**config.mk**
```make
export PLATFORM = sky130hd
export DESIGN_NAME = pipelined_ripple_adder
export DESIGN_NICKNAME = d
export VERILOG_FILES = /design/src/rtl/adder_pkg.sv /design/src/rtl/rca_chunk.sv /design/src/rtl/pipelined_ripple_adder.sv
export SDC_FILE = /design/constraint.sdc
export NUM_CORES = 1
export LEC_CHECK = 0
export BUFFER_PORTS_ARGS = -buffer_cell sky130_fd_sc_hd__buf_4
export CORE_ASPECT_RATIO = 2
export CORE_MARGIN = 2
export CORE_UTILIZATION = 30
export CTS_BUF_LIST = sky130_fd_sc_hd__clkbuf_4 sky130_fd_sc_hd__clkbuf_8 sky130_fd_sc_hd__clkbuf_16
export CTS_CLUSTER_DIAMETER = 100
export DETAILED_ROUTE_END_ITERATION = 6
export HOLD_SLACK_MARGIN = 0.03
export PLACE_DENSITY = 0.59
export SYNTH_ARGS = -nofsm -noshare
export SYNTH_HDL_FRONTEND = slang
export SYNTH_SLANG_ARGS = --single-unit
```
**constraint.sdc**
```tcl
create_clock -name clk -period 2.3 [get_ports clk]
set_input_delay 0.115 -clock clk [delete_from_list [all_inputs] [get_ports clk]]
set_output_delay 0.115 -clock clk [all_outputs]
set_load 0.02 [all_outputs]
```
**src/rtl/adder_pkg.sv**
```systemverilog
// rtl/adder_pkg.sv - shared constants and helpers for the pipelined ripple-carry adder
//
// Purpose:
//   Default geometry of the adder, the chunk-width helper and the
//   legality check used by pipelined_ripple_adder at elaboration time.
// Contents:
//   DEFAULT_WIDTH / DEFAULT_STAGES : default operand width and stage count
//   chunk_width(w, s)              : bits added per stage (w / s)
//   cfg_legal(w, s)                : 1 when s divides w and 1 <= s <= w
//   DEFAULT_CFG_OK                 : legality of the default geometry

package adder_pkg;

  localparam int DEFAULT_WIDTH  = 8;
  localparam int DEFAULT_STAGES = 4;

  function automatic int chunk_width(input int w, input int s);
    return w / s;
  endfunction

  function automatic bit cfg_legal(input int w, input int s);
    return (s >= 1) && (s <= w) && ((w % s) == 0);
  endfunction

  localparam bit DEFAULT_CFG_OK = cfg_legal(DEFAULT_WIDTH, DEFAULT_STAGES);

endpackage

```
**src/rtl/rca_chunk.sv**
```systemverilog
// rtl/rca_chunk.sv - combinational CW-bit ripple-carry adder chunk
//
// Purpose:
//   One stage's worth of addition, built from full-adder cells chained
//   through a 1-bit carry.
// Ports:
//   x, y  [CW-1:0] : operand chunks
//   ci             : carry into bit 0
//   s     [CW-1:0] : sum chunk
//   co             : carry out of bit CW-1
//   c_msb          : carry into bit CW-1 (used for signed overflow)

module rca_chunk #(
  parameter int CW = 2
) (
  input  logic [CW-1:0] x,
  input  logic [CW-1:0] y,
  input  logic          ci,
  output logic [CW-1:0] s,
  output logic          co,
  output logic          c_msb
);

  // c[i] is the carry into bit i; c[CW] leaves the chunk.
  logic [CW:0] c;

  assign c[0] = ci;

  for (genvar i = 0; i < CW; i++) begin : g_fa
    logic p;
    assign p      = x[i] ^ y[i];
    assign s[i]   = p ^ c[i];
    assign c[i+1] = (x[i] & y[i]) | (p & c[i]);
  end

  assign co    = c[CW];
  assign c_msb = c[CW-1];

endmodule

```
**src/rtl/pipelined_ripple_adder.sv**
```systemverilog
// rtl/pipelined_ripple_adder.sv - WIDTH-bit ripple adder split into STAGES registered chunks
//
// Purpose:
//   Computes {cout, sum} = a + b + cin, one CW = WIDTH/STAGES bit chunk per
//   stage, with a register boundary after every chunk. Sustains one beat
//   per cycle and stalls cleanly under valid/ready backpressure.
// Ports:
//   clk, rst                 : clock, synchronous active-high reset
//   in_valid, in_ready       : operand handshake (in_ready never looks at in_valid)
//   a, b [WIDTH-1:0], cin    : operands and carry in
//   out_valid, out_ready     : result handshake
//   sum [WIDTH-1:0], cout    : registered result
//   ovf                      : signed overflow, only when ADDER_OVF_EN is defined
// Configuration:
//   ADDER_OVF_EN : adds the ovf port and the register holding carry-into-MSB

module pipelined_ripple_adder
  import adder_pkg::*;
#(
  parameter int WIDTH  = DEFAULT_WIDTH,
  parameter int STAGES = DEFAULT_STAGES
) (
  input  logic             clk,
  input  logic             rst,
  input  logic             in_valid,
  output logic             in_ready,
  input  logic [WIDTH-1:0] a,
  input  logic [WIDTH-1:0] b,
  input  logic             cin,
  output logic             out_valid,
  input  logic             out_ready,
  output logic [WIDTH-1:0] sum,
  output logic             cout
`ifdef ADDER_OVF_EN
  ,
  output logic             ovf
`endif
);

  localparam int CW     = chunk_width(WIDTH, STAGES);
  localparam bit CFG_OK = cfg_legal(WIDTH, STAGES);

  if (!CFG_OK) begin : g_bad_cfg
    $error("pipelined_ripple_adder: WIDTH must be a multiple of STAGES and 1 <= STAGES <= WIDTH");
  end

  // Stage registers. a_q/b_q carry the operands forward so later stages can
  // pick up their (not yet added) chunk; s_q accumulates finished chunks.
  logic [STAGES-1:0] v_q;
  logic [STAGES-1:0] c_q;
  logic [WIDTH-1:0]  a_q [STAGES];
  logic [WIDTH-1:0]  b_q [STAGES];
  logic [WIDTH-1:0]  s_q [STAGES];

  // Per-stage inputs (from the port for stage 0, from stage k-1 otherwise)
  logic [WIDTH-1:0]  src_a [STAGES];
  logic [WIDTH-1:0]  src_b [STAGES];
  logic [WIDTH-1:0]  src_s [STAGES];
  logic [WIDTH-1:0]  nxt_s [STAGES];
  logic [STAGES-1:0] src_c;
  logic [STAGES-1:0] src_v;

  logic [CW-1:0]     chunk_s [STAGES];
  logic [STAGES-1:0] co_w;
  logic [STAGES-1:0] c_msb_w;

  logic [STAGES-1:0] ld;

  // Stage k may load iff some stage at or after it is empty, or the output
  // is being consumed. Written as a reduction per bit so there is no
  // chained dependency between ld bits.
  for (genvar k = 0; k < STAGES; k++) begin : g_ld
    assign ld[k] = out_ready || !(&v_q[STAGES-1:k]);
  end

  for (genvar k = 0; k < STAGES; k++) begin : g_stage
    localparam logic [WIDTH-1:0] MASK = WIDTH'({CW{1'b1}}) << (k * CW);

    if (k == 0) begin : g_head
      assign src_a[k] = a;
      assign src_b[k] = b;
      assign src_s[k] = '0;
      assign src_c[k] = cin;
      assign src_v[k] = in_valid;
    end else begin : g_body
      assign src_a[k] = a_q[k-1];
      assign src_b[k] = b_q[k-1];
      assign src_s[k] = s_q[k-1];
      assign src_c[k] = c_q[k-1];
      assign src_v[k] = v_q[k-1];
    end

    rca_chunk #(
      .CW (CW)
    ) u_chunk (
      .x     (src_a[k][k*CW +: CW]),
      .y     (src_b[k][k*CW +: CW]),
      .ci    (src_c[k]),
      .s     (chunk_s[k]),
      .co    (co_w[k]),
      .c_msb (c_msb_w[k])
    );

    // Splice this stage's chunk into the sum passed through from below.
    assign nxt_s[k] = (src_s[k] & ~MASK) | (WIDTH'(chunk_s[k]) << (k * CW));
  end

  // Data registers move together with the valid bit; bubbles are loaded too,
  // which is harmless because their valid bit stays 0.
  always_ff @(posedge clk) begin
    if (rst) begin
      v_q <= '0;
      c_q <= '0;
      for (int k = 0; k < STAGES; k++) begin
        a_q[k] <= '0;
        b_q[k] <= '0;
        s_q[k] <= '0;
      end
    end else begin
      for (int k = 0; k < STAGES; k++) begin
        if (ld[k]) begin
          v_q[k] <= src_v[k];
          a_q[k] <= src_a[k];
          b_q[k] <= src_b[k];
          s_q[k] <= nxt_s[k];
          c_q[k] <= co_w[k];
        end
      end
    end
  end

`ifdef ADDER_OVF_EN
  // Overflow is registered alongside the last stage so it lines up with
  // sum/cout and holds during a stall just like they do.
  logic ovf_q;

  always_ff @(posedge clk) begin
    if (rst) begin
      ovf_q <= 1'b0;
    end else if (ld[STAGES-1]) begin
      ovf_q <= c_msb_w[STAGES-1] ^ co_w[STAGES-1];
    end
  end

  assign ovf = ovf_q;
`endif

  // Only the last stage's carry-into-MSB is meaningful.
  logic unused_c_msb;
  assign unused_c_msb = ^c_msb_w;

  assign in_ready  = ld[0];
  assign out_valid = v_q[STAGES-1];
  assign sum       = s_q[STAGES-1];
  assign cout      = c_q[STAGES-1];

endmodule

```
======== Word-level counts from Yosys, hierarchy flattened ========
Memory sizes are Yosys's and may differ from the RTL's.
Index checks and enable logic that the tools add are counted.
operators by class
  reduce and logical (&&, ||, !) cells .... 11
  bitwise operators ....................... 55
  muxes and demuxes ....................... 26
operators by type and width
  operator          number
  $mux 8            12
  $or 1x1->1        20
  $and 1x1->1       16
  $xor 1x1->1       16
  $mux 1            14
  $or 6x8->8        1
  $or 8x4->8        1
  $or 8x6->8        1
  $logic_not 1->1   4
  $logic_or 1x1->1  4
  $reduce_and 4->1  1
  $reduce_and 3->1  1
  $reduce_and 2->1  1
word-level totals
  input port bits ......................... 21
  word-level logic and storage cells ...... 103
  output and inout port bits .............. 11
  memories kept ........................... 3
  bits in writable memories ............... 96
  bits in registers ....................... 8
memories
  memory  words  bits a word  rd ports  clocked after memory_dff  wr ports  line                          text
  a_q     4      8            3         0                         4         pipelined_ripple_adder.sv:51  logic [WIDTH-1:0] a_q [STAGES];
  b_q     4      8            3         0                         4         pipelined_ripple_adder.sv:52  logic [WIDTH-1:0] b_q [STAGES];
  s_q     4      8            4         0                         4         pipelined_ripple_adder.sv:53  logic [WIDTH-1:0] s_q [STAGES];

======== Depth between registers and ports, before layout ========
  depth in word-level cells ............... 7
  mapped depth ............................ 5
  depth with buffers taken out ............ 5

======== By module ========
Synthesis repeated with hierarchy kept, for this count alone.
second synthesis, totals
  cell total of the unflattened synthesis .. 137
  area total of the unflattened synthesis .. 2122.0 um^2
modules (own cells, without submodules)
  module                  area each (um^2)  cells each  times used
  pipelined_ripple_adder  1961.9            129         1
  rca_chunk               40.0              2           4

======== Worst setup path after synthesis ========
Ideal clock, no wire load.
  path kind ............................... register to register
  start ................................... reg v_q[3]
  end ..................................... mem a_q[0][2] (netlist bit), enable pin
  path slack .............................. 651 ps
  period minus slack after synthesis ...... 1649 ps
  stages on the path, launching flop included .. 5
  required time ........................... 1987 ps
  setup time .............................. 313 ps
  buffers on the path ..................... 1
  data arrival time ....................... 1336 ps
  cell sequence ........................... dfxtp_1 -> and4b_1 -> buf_6 -> nand2_4 -> or2_1
RTL lines
  item                             line                           text
  start, declared                  pipelined_ripple_adder.sv:49   logic [STAGES-1:0] v_q;
  start signal, assigned by index  pipelined_ripple_adder.sv:122  v_q[k] <= src_v[k];
  end, declared                    pipelined_ripple_adder.sv:51

==> qor.yml <==
routing:
  vias: 1152
  drt_iter0_markers: 49
  detail-route-antenna-nets: 0
  via_per_inst: 4.042
  drt_wl_total_um: 2787
  first_pass_iters: 4
  wl_per_cell_um: 9.779
  drc_errors: 0
job:
  cap_violations: 0
timing:
  min_period_ps: 1732
  fin_crit_sh: 0.7532
  tightestPinTransition_ps: 566.9
  fin_ws_ps: 567.6
  slew_viol_final: 0
  setup_tns_ps: 0
  skew_ps: 3.196
  setup_viol: 0
  max_slew_margin: 0.6220
  fmax_mhz: 577.2
  hold_violations: 0
  rsz0062_at_grt: "false"
logic_synthesis:
  synth_seq_cells: 52
  synthSimpleGateAreaFrac: 0.1800
  syn_inst: 159
  yosysMostFrequentCell: "edfxtp_1"
  netlist_top_cells_area: "edfxtp_1 60%, and2_1 11%, dfxtp_1 7.3%, fa_1 7.3%, inv_1 3.6%"
  yosysSeqAreaShare: 0.6743
  ys_top_cells_by_count: "44 x edfxtp_1, 37 x and2_1, 21 x inv_1"
  synth_area_leader_cell: "edfxtp_1"
  synth_top_family_by_area: "simple AND/OR/NAND/NOR gates"
  syn-num-nets: 188
  synth_area_per_cell_um2: 13.82
  synth_cell_types: 26
  synth_area_um2: 2197
  synth_compound_area_frac: 0.02392
  synth_edf_count: 44
  yosysWarnings: 0
  synth_ff_type: "edfxtp_1"
  synth_fa_ha_area_frac: 0.07289
  synthMuxAreaShare: 0
  async_reset_ff_frac: 0
  synth_top_area_share: 0.6014
  synth-xor-area-share: 0
clock_tree:
  ctsHoldBuffers: 0
  cts_num_sinks: 52
  clkTransAtPathRegs_ps: 60
  htreeDepth: 2
  numCtsBuffers: 5
  cts_resized: 0
  insertion_delay_ps: 290
  postCtsSetupRepairBufs: 0
  cts_max_path_buffers: 2
  cts-root-buf: "clkbuf_16"
  cts_tree: "yes"
worst_hold_path:
  hp-class: "in -> reg"
pwr:
  leakagePower_nw: 1.088
  peakVddDrop_v: 0.0003968
  p_total_mw: 1.911
  power_density_nw_per_um2: 718.2
critical_path:
  arrival_ps: 1690
  cp_max_fo: 14
  critPathCaptureType: "flip-flop"
  startpoint_type: "flip-flop"
  path_class: "reg -> reg"
  required_ps: 2260
placement:
  dp_hpwl_um: 2179
  io_buffers: 31
  gp_congestion: 0.6722
  post-place-ws_ps: 549.4
die:
  num_io_pins: 32
  fp.coreArea_um2: 7157
  die_x_um: 64.52
  start_util: 0.3070
  die_area_um2: 8066
  rows: 44
  die_h_um: 125.0
finish:
  syn_to_final_growth_pct: 21.07
  fin_nets: 221
  drive_above_1_share: 0.2332
  fillCellCount: 732
  antenna_cells: 0
status:
  outcome: "finished clean"
global_routing:
  grt_pass1_vias: 1188
  antenna_found_initial: 0
  grtUsageTotal: 0.07958
  overflow: 0
  grt_max_degree: 21
  grt_pass1_wl_um: 4857
-- per-stage QoR --
| step | utilization | instance area, µm² | hold slack [ps] | cells |
|---|---|---|---|---|
| 6_report | 0.3717 | 2660 | 47.78 | 285 |
| 4_1_cts | 0.3717 | 2660 | 37.65 | 285 |
| 3_5_place_dp | 0.3516 | 2516 | 341.2 | 277 |
| 2_1_floorplan | - | 2197 | 232.4 | 159 |
| 3_3_place_gp | 0.3516 | 2516 | 329.9 | 277 |
| 5_1_grt | 0.3717 | 2660 | 60.77 | 285 |
-- worst paths after layout --
check	slack [ps]	endpoint	cells after the start	from
setup / recovery	570	b_q[0][2]	3	v_q[3]
hold / removal	50	v_q[0]	3	in_valid
setup reg to reg	570	b_q[0][2]	3	v_q[3]
hold reg to reg	470	v_q[2]	2	v_q[1]
-- flip-flops by register name (all words and copies together), names as in the netlist --
| name | flops |
|---|---|
| s_q | 20 |
| a_q | 12 |
| b_q | 12 |
| c_q | 4 |
| v_q | 4 |
-- worst max-delay path, cell delays in order, from the launching register on --
cell	delay (ps)
dfxtp_1	350
and4b_1	520
nand2_4	90
or2_1	440
-- logic make-up after synthesis --
group,Yosys count
and+or+nand+nor,67
DFF,52
AOI/OAI and AO/OA,6
adders and majority gates,8
buffers and inverters,26
-- cell usage in the layout (no fill, tap or decap) --
cell type / netlist / layout
fa_1: 8 / 8
dfxtp_1: 8 / 8
inv_1: 21 / 21
nand2_4: 1 / 1
a21oi_1: 1 / 1
a21oi_2: 1 / 1
nor2b_1: 5 / 5
nand2b_1: 3 / 3
nor2_1: 12 / 12
or2_1: 1 / 1
nor3_1: 4 / 4
edfxtp_1: 44 / 44
and2_1: 37 / 37
clkbuf_16: 0 / 5
o22ai_1: 1 / 1
clkinv_2: 0 / 2
o21ba_2: 1 / 1
clkinv_4: 0 / 1
or2_2: 1 / 1
and3b_1: 1 / 1
buf_4: 0 / 31
and4b_1: 1 / 1
a221oi_2: 1 / 1
nor2_2: 1 / 1
a211oi_1: 1 / 1
-- power by group --
group	internal [mW]	switching [mW]
Combinational	0.0642	0.0544
Clock	0.401	0.315
Sequential	1.06	0.0113
-- metal layers --
| metal | wire, µm | GRT usage |
|---|---|---|
| met5 | 0 | 0 |
| met2 | 1681 | 0.1593 |
| met3 | 155 | 0.02698 |
| met1 | 878 | 0.06073 |
| met4 | 72 | 0.04506 |
-- final cells by class --
| cell class | instances | area [µm²] | share of cell area |
|---|---|---|---|
| Inverter | 21 | 78.83 | 0.02963 |
| Tap cell | 92 | 115.1 | 0.04327 |
| Timing Repair Buffer | 31 | 232.7 | 0.08749 |
| Clock inverter | 3 | 18.77 | 0.007056 |
| Clock buffer | 5 | 125.1 | 0.04704 |
| Multi-Input combinational cell | 81 | 608.1 | 0.2286 |
| Sequential cell | 52 | 1481 | 0.5569 |
Note: power is estimated with default switching activity, not from simulation.
